===== src/rtl/pc_fetch_unit.sv =====
// rtl/pc_fetch_unit.sv - program counter and instruction fetch stage
//
// Purpose:
//   Holds the program counter, fetches the instruction at PC over a
//   request/response memory handshake and presents it to the single-cycle
//   datapath until the core commits it. On commit the next PC is chosen from
//   the branch-unit decision (PC+4, PC+imm or the JALR target). A misaligned
//   next PC parks the unit in an error state that only reset can leave.
//
// Parameters:
//   XLEN      datapath and address width
//   RESET_PC  PC loaded on reset; must be 4-byte aligned
//
// Ports:
//   clk          in   system clock, rising edge
//   reset        in   asynchronous active-high reset
//   PC_Src       in   1 = redirect to a target, 0 = PC+4
//   jalr         in   with PC_Src=1, take alu_result instead of PC+imm
//   imm          in   sign-extended branch/JAL offset
//   alu_result   in   JALR target from the ALU
//   commit       in   core finished executing instr this cycle
//   imem_req     out  fetch request valid
//   imem_addr    out  fetch address (always PC)
//   imem_ready   in   memory accepts the request this cycle
//   imem_rvalid  in   response data valid
//   imem_rdata   in   fetched instruction word
//   instr        out  registered instruction for decode
//   instr_valid  out  instr is valid and being executed
//   PC           out  address of the current instruction
//   PC_plus4     out  PC+4 for JAL/JALR link
//   misaligned   out  sticky fetch-target-misaligned error

module pc_fetch_unit #(
  parameter int unsigned     XLEN     = 32,
  parameter logic [XLEN-1:0] RESET_PC = '0
) (
  input  logic            clk,
  input  logic            reset,
  input  logic            PC_Src,
  input  logic            jalr,
  input  logic [XLEN-1:0] imm,
  input  logic [XLEN-1:0] alu_result,
  input  logic            commit,
  output logic            imem_req,
  output logic [XLEN-1:0] imem_addr,
  input  logic            imem_ready,
  input  logic            imem_rvalid,
  input  logic [XLEN-1:0] imem_rdata,
  output logic [XLEN-1:0] instr,
  output logic            instr_valid,
  output logic [XLEN-1:0] PC,
  output logic [XLEN-1:0] PC_plus4,
  output logic            misaligned
);

  typedef enum logic [2:0] {
    S_BOOT = 3'd0,
    S_REQ  = 3'd1,
    S_WAIT = 3'd2,
    S_HOLD = 3'd3,
    S_ERR  = 3'd4
  } state_t;

  state_t          state_q, state_d;
  logic [XLEN-1:0] pc_q, pc_d;
  logic [XLEN-1:0] instr_q, instr_d;
  logic            instr_valid_q, instr_valid_d;
  logic            imem_req_q, imem_req_d;
  logic            misaligned_q, misaligned_d;

  logic [XLEN-1:0] pc_plus4;
  logic [XLEN-1:0] branch_target;
  logic [XLEN-1:0] jalr_target;
  logic [XLEN-1:0] next_pc;
  logic            next_pc_misaligned;

  // Next-PC candidates. Additions wrap modulo 2^XLEN.
  // The JALR target drops bit 0 as the ISA requires; bit 1 can still be set,
  // which is what makes a JALR target misaligned for a 4-byte fetch.
  always_comb begin
    pc_plus4           = pc_q + XLEN'(4);
    branch_target      = pc_q + imm;
    jalr_target        = alu_result & ~XLEN'(1);
    next_pc            = pc_plus4;
    if (PC_Src) begin
      next_pc = jalr ? jalr_target : branch_target;
    end
    next_pc_misaligned = |next_pc[1:0];
  end

  // Next-state and registered-output logic. Every output is a flop, so each
  // branch below sets the value the output should carry in the state being
  // entered, not the state being left.
  always_comb begin
    state_d       = state_q;
    pc_d          = pc_q;
    instr_d       = instr_q;
    instr_valid_d = instr_valid_q;
    imem_req_d    = imem_req_q;
    misaligned_d  = misaligned_q;

    unique case (state_q)
      S_BOOT: begin
        state_d    = S_REQ;
        imem_req_d = 1'b1;
      end

      S_REQ: begin
        // A response while the request is not yet accepted cannot belong to
        // this fetch, so imem_rvalid only matters together with imem_ready.
        if (imem_ready) begin
          imem_req_d = 1'b0;
          if (imem_rvalid) begin
            instr_d       = imem_rdata;
            instr_valid_d = 1'b1;
            state_d       = S_HOLD;
          end else begin
            state_d = S_WAIT;
          end
        end
      end

      S_WAIT: begin
        if (imem_rvalid) begin
          instr_d       = imem_rdata;
          instr_valid_d = 1'b1;
          state_d       = S_HOLD;
        end
      end

      S_HOLD: begin
        // Branch-unit inputs are only looked at here, on the commit cycle.
        if (commit) begin
          instr_valid_d = 1'b0;
          if (next_pc_misaligned) begin
            // PC keeps the address of the offending instruction.
            misaligned_d = 1'b1;
            state_d      = S_ERR;
          end else begin
            pc_d       = next_pc;
            imem_req_d = 1'b1;
            state_d    = S_REQ;
          end
        end
      end

      S_ERR: begin
        imem_req_d    = 1'b0;
        instr_valid_d = 1'b0;
        misaligned_d  = 1'b1;
      end

      default: begin
        state_d       = S_BOOT;
        imem_req_d    = 1'b0;
        instr_valid_d = 1'b0;
      end
    endcase
  end

  always_ff @(posedge clk or posedge reset) begin
    if (reset) begin
      state_q       <= S_BOOT;
      pc_q          <= RESET_PC;
      instr_q       <= '0;
      instr_valid_q <= 1'b0;
      imem_req_q    <= 1'b0;
      misaligned_q  <= 1'b0;
    end else begin
      state_q       <= state_d;
      pc_q          <= pc_d;
      instr_q       <= instr_d;
      instr_valid_q <= instr_valid_d;
      imem_req_q    <= imem_req_d;
      misaligned_q  <= misaligned_d;
    end
  end

  assign imem_req    = imem_req_q;
  assign imem_addr   = pc_q;
  assign instr       = instr_q;
  assign instr_valid = instr_valid_q;
  assign PC          = pc_q;
  assign PC_plus4    = pc_plus4;
  assign misaligned  = misaligned_q;

  // A fetch is never issued to an address that is not word aligned.
  a_req_aligned : assert property (
    @(posedge clk) disable iff (reset) imem_req_q |-> (imem_addr[1:0] == 2'b00)
  );

endmodule


===== config.mk =====
export PLATFORM = sky130hd
export DESIGN_NAME = pc_fetch_unit
export DESIGN_NICKNAME = d
export VERILOG_FILES = /design/src/rtl/pc_fetch_unit.sv
export SDC_FILE = /design/constraint.sdc
export NUM_CORES = 1
export LEC_CHECK = 0
export ABC_AREA = 1
export ABC_CLOCK_PERIOD_IN_PS = 2470
export CAP_MARGIN = 10
export CORE_ASPECT_RATIO = 1.1
export CORE_MARGIN = 3
export CORE_UTILIZATION = 35
export DETAILED_ROUTE_END_ITERATION = 10
export GPL_TIMING_DRIVEN = 0
export PLACE_DENSITY = 0.61
export SYNTH_ARGS = -nofsm -noshare
export SYNTH_HDL_FRONTEND = slang
export SYNTH_SLANG_ARGS = --single-unit
export TNS_END_PERCENT = 10

===== constraint.sdc =====
create_clock -name clk -period 2.47 [get_ports clk]
set_input_delay 0.3705 -clock clk [delete_from_list [all_inputs] [get_ports clk]]
set_output_delay 0.3705 -clock clk [all_outputs]
set_load 0.05 [all_outputs]

# After elaboration in Yosys (flattened, before gate mapping)
# Cells that the tools add are included.
# totals
output_inout_bits,131
word_cells,53
register_bits,70
in_bits,103
# op_classes
reduce_logical,10
bitwise_logic,4
muxes,22
addsub,2
eq_ne,9
# op_table
cell,count
$mux 32,4
$pmux 32 s2,1
$add 32x3->32 const B,1
$add 32x32->32,1
$pmux 3 s5,1
$mux 3,4
$ne 2x2->1 const B,5
$mux 1,9
$reduce_and 3->1,3
$pmux 1 s4,2
$reduce_and 4->1,2
$eq 3x2->1 const B,2
$not 1->1,4
$reduce_bool 2->1,2
$eq 3x1->1 const B,1
$eq 3x3->1 const B,1
$logic_not 3->1,1
$pmux 1 s2,1
$reduce_and 2->1,1
$reduce_or 2->1,1

# Longest topological paths before layout
# logic_depth
depth_word,7
ltp_mapped,15
mapped_depth_nobuf,15

# Worst setup path before layout
# No wires, ideal clock.
# synth_timing
path_type,flip-flop to flip-flop
from,register pc_q[2] (netlist: PC[2])
to,register pc_q[18] (netlist: PC[18])
t_required_ps,2392
setup_time_ps,78
slack_ps,-180
stages_incl_launch_ff,9
path_buffers,0
period_less_slack_ps,2650
t_arrival_ps,2571
cell_sequence,dfrtp_1 ha_1 nand2_1 nor2_1 nand2_1 nor2_1 xor2_1 a21oi_1 a21boi_1
# synth_between
elab_cells_between_ends,4
cone_classes,add/sub: 2; mux: 2
# synth_rtl
element,line,rtl
start: declaration,65,"logic [XLEN-1:0] pc_q, pc_d;"
start signal: assignment,171,pc_q <= pc_d;
$add 32x3->32,81,pc_plus4 = pc_q + XLEN'(4);
via PC_plus4[18],52,"output logic [XLEN-1:0] PC_plus4,"
$mux 32,85,if (PC_Src) begin
# The timed path passes the listed nets, and every way through them passes these cells.
# A chain may end at the register's enable or synchronous reset.

# Final worst setup path
# layout_timing
from,register pc_q[14] (netlist: PC[14])
to,output port PC_plus4[31]
# layout_between
elab_chain_len,1
# layout_rtl
element,line
$add 32x3->32,81
end: declaration,52
# Every way passes these cells.

==> impl_results.rst <==
.. list-table::
   :header-rows: 1

   * - Metric
     - Value
   * - Post-synthesis instance area
     - 6809 um^2
   * - Leading cell types in the layout, fill and taps excluded
     - nand2_1, clkdlybuf4s50_1, inv_1
   * - Number of buffers inserted by hold repair at cts
     - 0
   * - IR drop worst, VDD
     - 0.9044 mV
   * - Complex-gate fraction of the synthesized area
     - 0.1007
   * - Worst Setup Start Kind
     - flip-flop
   * - Fillers
     - 1,903
   * - PD cells
     - 1490 nW/um^2
   * - Worst relative slew slack
     - 0.5828
   * - Vias in the first global route
     - 6,980
   * - # Max-Cap Violations
     - 0
   * - Num ports
     - 234
   * - Worst Max-Slew Pin Slew
     - 0.6259 ns
   * - Net count after synthesis
     - 1,169
   * - Most common library cell in the layout ignoring fill and taps
     - nand2_1
   * - Count of routing violations after the opening detailed-route iteration
     - 532
   * - Area growth syn-to-layout
     - 45.52%
   * - Path category of the worst min-delay check
     - in2async
   * - Post-layout min period
     - 2.517 ns
   * - Number of distinct library cells after synthesis
     - 53
   * - Period utilization
     - 1.019
   * - Initial antenna violation count
     - 0
   * - CTS tree
     - done
   * - Synthesis Warnings
     - 0
   * - Arrival time at the worst endpoint
     - 2.15 ns
   * - Post-synthesis async set-or-reset flop share
     - 1.000
   * - Number of nets with antenna violations after detailed routing
     - 0
   * - CTS Buffer Depth
     - 2
   * - DR WL/cell
     - 16.31 um
   * - Routability cong.
     - 0.9236
   * - Clk root buf
     - clkbuf_16
   * - Maximum net fanout on the critical path
     - 6
   * - Hpwl dp
     - 20,840 um
   * - Mux cell area share after synthesis
     - 0.05292
   * - Count of flip-flops with a built-in enable after synthesis
     - 0
   * - Floorplan Core Area
     - 18,740 um^2
   * - Area post-placement
     - 9455 um^2
   * - Synthesized area divided by synthesized cell count
     - 6.592 um^2
   * - RSZ-0062 raised after global routing
     - true
   * - Number of detailed-route iterations in the first pass
     - 5
   * - Leak Pwr
     - 4.971 nW
   * - Row Count
     - 52
   * - Synthesized-area fraction occupied by and/or/nand/nor cells
     - 0.3379
   * - Count of unresolved DRC violations after routing
     - 0
   * - Layout Nets
     - 1,426
   * - Final Max Tran Viols
     - 0
   * - Number of synthesized register bits
     - 70
   * - Most used flip-flop cell after synthesis
     - dfrtp_1
   * - Element type at the critical path end
     - output pin
   * - Max Clk Rate
     - 397.3 MHz
   * - Num CTS Buffers
     - 9
   * - Final hold vios
     - 0
   * - Aggregate global-route resource usage
     - 0.2270
   * - Antenna diode count
     - 0
   * - Adder-cell share of the synthesized area
     - 0.06174
   * - Dominant combinational cell family by area after synthesis
     - simple AND/OR/NAND/NOR gates
   * - WL final
     - 25,080 um
   * - CTS HTree Levels
     - 3
   * - Clock Skews
     - 0.006537 ns
   * - Die X-Extent
     - 139.0 um
   * - Congestion Overflow GR
     - 0
   * - Number of vias after detailed routing
     - 7,402
   * - Part of the Yosys area used for sequential elements
     - 0.2573
   * - Violated checks
     - negative setup slack
   * - Pin count of the biggest net entering global routing
     - 41
   * - CP required
     - 2.10 ns
   * - Register-to-register setup slack
     - 0.15 ns
   * - First-pass GRT wire length
     - 38,300 um
   * - Proportion of layout cells with a drive suffix above 1
     - 0.1614
   * - Dpl ws
     - -0.3753 ns
   * - Vertical die dimension
     - 152.3 um
   * - Average via count per standard cell
     - 4.813
   * - Full die area
     - 21,170 um^2
   * - Clock latency at the later pin of the worst-skew pair
     - 0.33 ns
   * - Final Util
     - 0.5288
   * - Worst Slack Setup Final
     - -0.04690 ns
   * - Starting Density
     - 0.3634
   * - Port Buf Inserts
     - 231
   * - Clock transition at the register clock pins on the worst setup and hold paths after CTS
     - 0.06 ns
   * - Result of the run
     - complete, but fails checks
   * - Total number of clock tree sinks
     - 70
   * - Final cell area excluding filler cells
     - 9908 um^2
   * - Setup Viol. Count Final
     - 4
   * - Cells after synthesis
     - 1,033
   * - Xor/xnor share of the synthesized area
     - 0.04190
   * - Critical path class
     - reg2out
## state kept, by name, summed over array words and instances, names as in the netlist
register	cells
PC	32
instr_valid	1
imem_req	1
instr	32
state_q	3
misaligned	1
## power by group
group / switching [mW] / internal [mW] / total (mW)
clock: 0.493 / 0.759 / 1.25
combinational: 7.19 / 3.77 / 11.0
sequential: 0.825 / 1.73 / 2.55
total: 8.50 / 6.26 / 14.8
## through the flow
step	TNS, ns	hold slack (ns)	cells	total power, mW
after floorplan	-1.250	0.5022	1033	9.794
after global placement	-84.79	0.4523	1507	13.26
after detailed placement	-12.04	0.4572	1508	13.34
after CTS	-0.09997	0.4088	1524	14.57
after global routing	-0.7045	0.4225	1538	15.68
final	-0.1390	0.3890	1538	14.76
## cell type report
| class | count | area [um^2] | area share |
|---|---|---|---|
| Clock buffer | 13 | 270.3 | 0.02728 |
| Timing Repair Buffer | 246 | 2382 | 0.2404 |
| Sequential cell | 70 | 1779 | 0.1796 |
| Inverter | 166 | 625.6 | 0.06314 |
| Multi-Input combinational cell | 742 | 4139 | 0.4177 |
| Tap cell | 243 | 304.0 | 0.03069 |
| Buffer | 55 | 390.4 | 0.03940 |
| Clock inverter | 3 | 17.52 | 0.001768 |
## worst max-delay path: stages, from the launching register on
cell     delay [ns]
dfrtp_2        0.48
nand2_4        0.10
nor2_2         0.24
nand2_1        0.08
nor3_1         0.29
nand2_1        0.15
xor2_1         0.23
buf_4          0.24
## layer usage
layer / GRT usage / vias up / routed length, um
met1: 0.3092 / 3414 / 11300
met4: 0.04706 / 0 / 418
li1: - / 3724 / -
met5: 0 / - / 0
met3: 0.02919 / 27 / 1280
met2: 0.3874 / 237 / 12080
## synthesized netlist by cell type (3+ instances only)
| library cell | count | share of area |
|---|---|---|
| a21boi_1 | 4 | 0.0044 |
| buf_4 | 34 | 0.037 |
| a22oi_1 | 7 | 0.0077 |
| nor2_4 | 9 | 0.015 |
| nand4_1 | 9 | 0.0083 |
| nor2_1 | 92 | 0.051 |
| nand2_1 | 318 | 0.18 |
| o21ai_0 | 22 | 0.016 |
| mux2_1 | 21 | 0.035 |
| dfrtp_1 | 70 | 0.26 |
| nor2_2 | 4 | 0.0037 |
| inv_2 | 15 | 0.0083 |
| nand2_2 | 10 | 0.0092 |
| nor3_1 | 16 | 0.012 |
| or2_2 | 4 | 0.0037 |
| nand3_1 | 50 | 0.037 |
| a21boi_0 | 3 | 0.0033 |
| nand3b_1 | 3 | 0.0033 |
| o21bai_1 | 3 | 0.0033 |
| nor3_2 | 4 | 0.0059 |
| o21ai_1 | 7 | 0.0051 |
| clkbuf_1 | 6 | 0.0033 |
| buf_2 | 10 | 0.0074 |
| mux2_2 | 11 | 0.018 |
| xor2_2 | 3 | 0.0072 |
| o211ai_1 | 3 | 0.0033 |
| inv_1 | 150 | 0.083 |
| nand2_4 | 3 | 0.0050 |
| ha_1 | 32 | 0.059 |
| a21oi_1 | 54 | 0.040 |
| xnor2_1 | 4 | 0.0051 |
| xor2_1 | 23 | 0.030 |
## path summary, 6_finish.rpt
path | to | cells past startpoint | start
setup / recovery | PC_plus4[31] | 7 | PC[14]
hold reg to reg | misaligned | 1 | misaligned
min in group clk | PC[28] | 5 | PC_Src
setup reg to reg | PC[21] | 14 | PC[2]
hold / removal | instr[28] | 2 | reset
max in group asynchronous | PC[4] | 3 | reset
## cell families (layout without fill, tap and decap cells)
| family | Yosys count | in the layout |
|---|---|---|
| AO/OA/AOI/OAI | 116 | 116 |
| XOR/XNOR | 30 | 30 |
| adder cells (fa/ha/maj) | 33 | 33 |
| buffers and inverters | 221 | 483 |
| flip-flops | 70 | 70 |
| multiplexers | 32 | 32 |
| AND/OR/NAND/NOR | 531 | 531 |
## what timing repair did
item / in CTS / in global routing
resized for setup: 136 / 48
endpoints found under the setup margin: 28 / 45
setup buffers: 0 / 14
pin swaps: 0 / 3
Note: power is estimated with default switching activity, not from simulation.
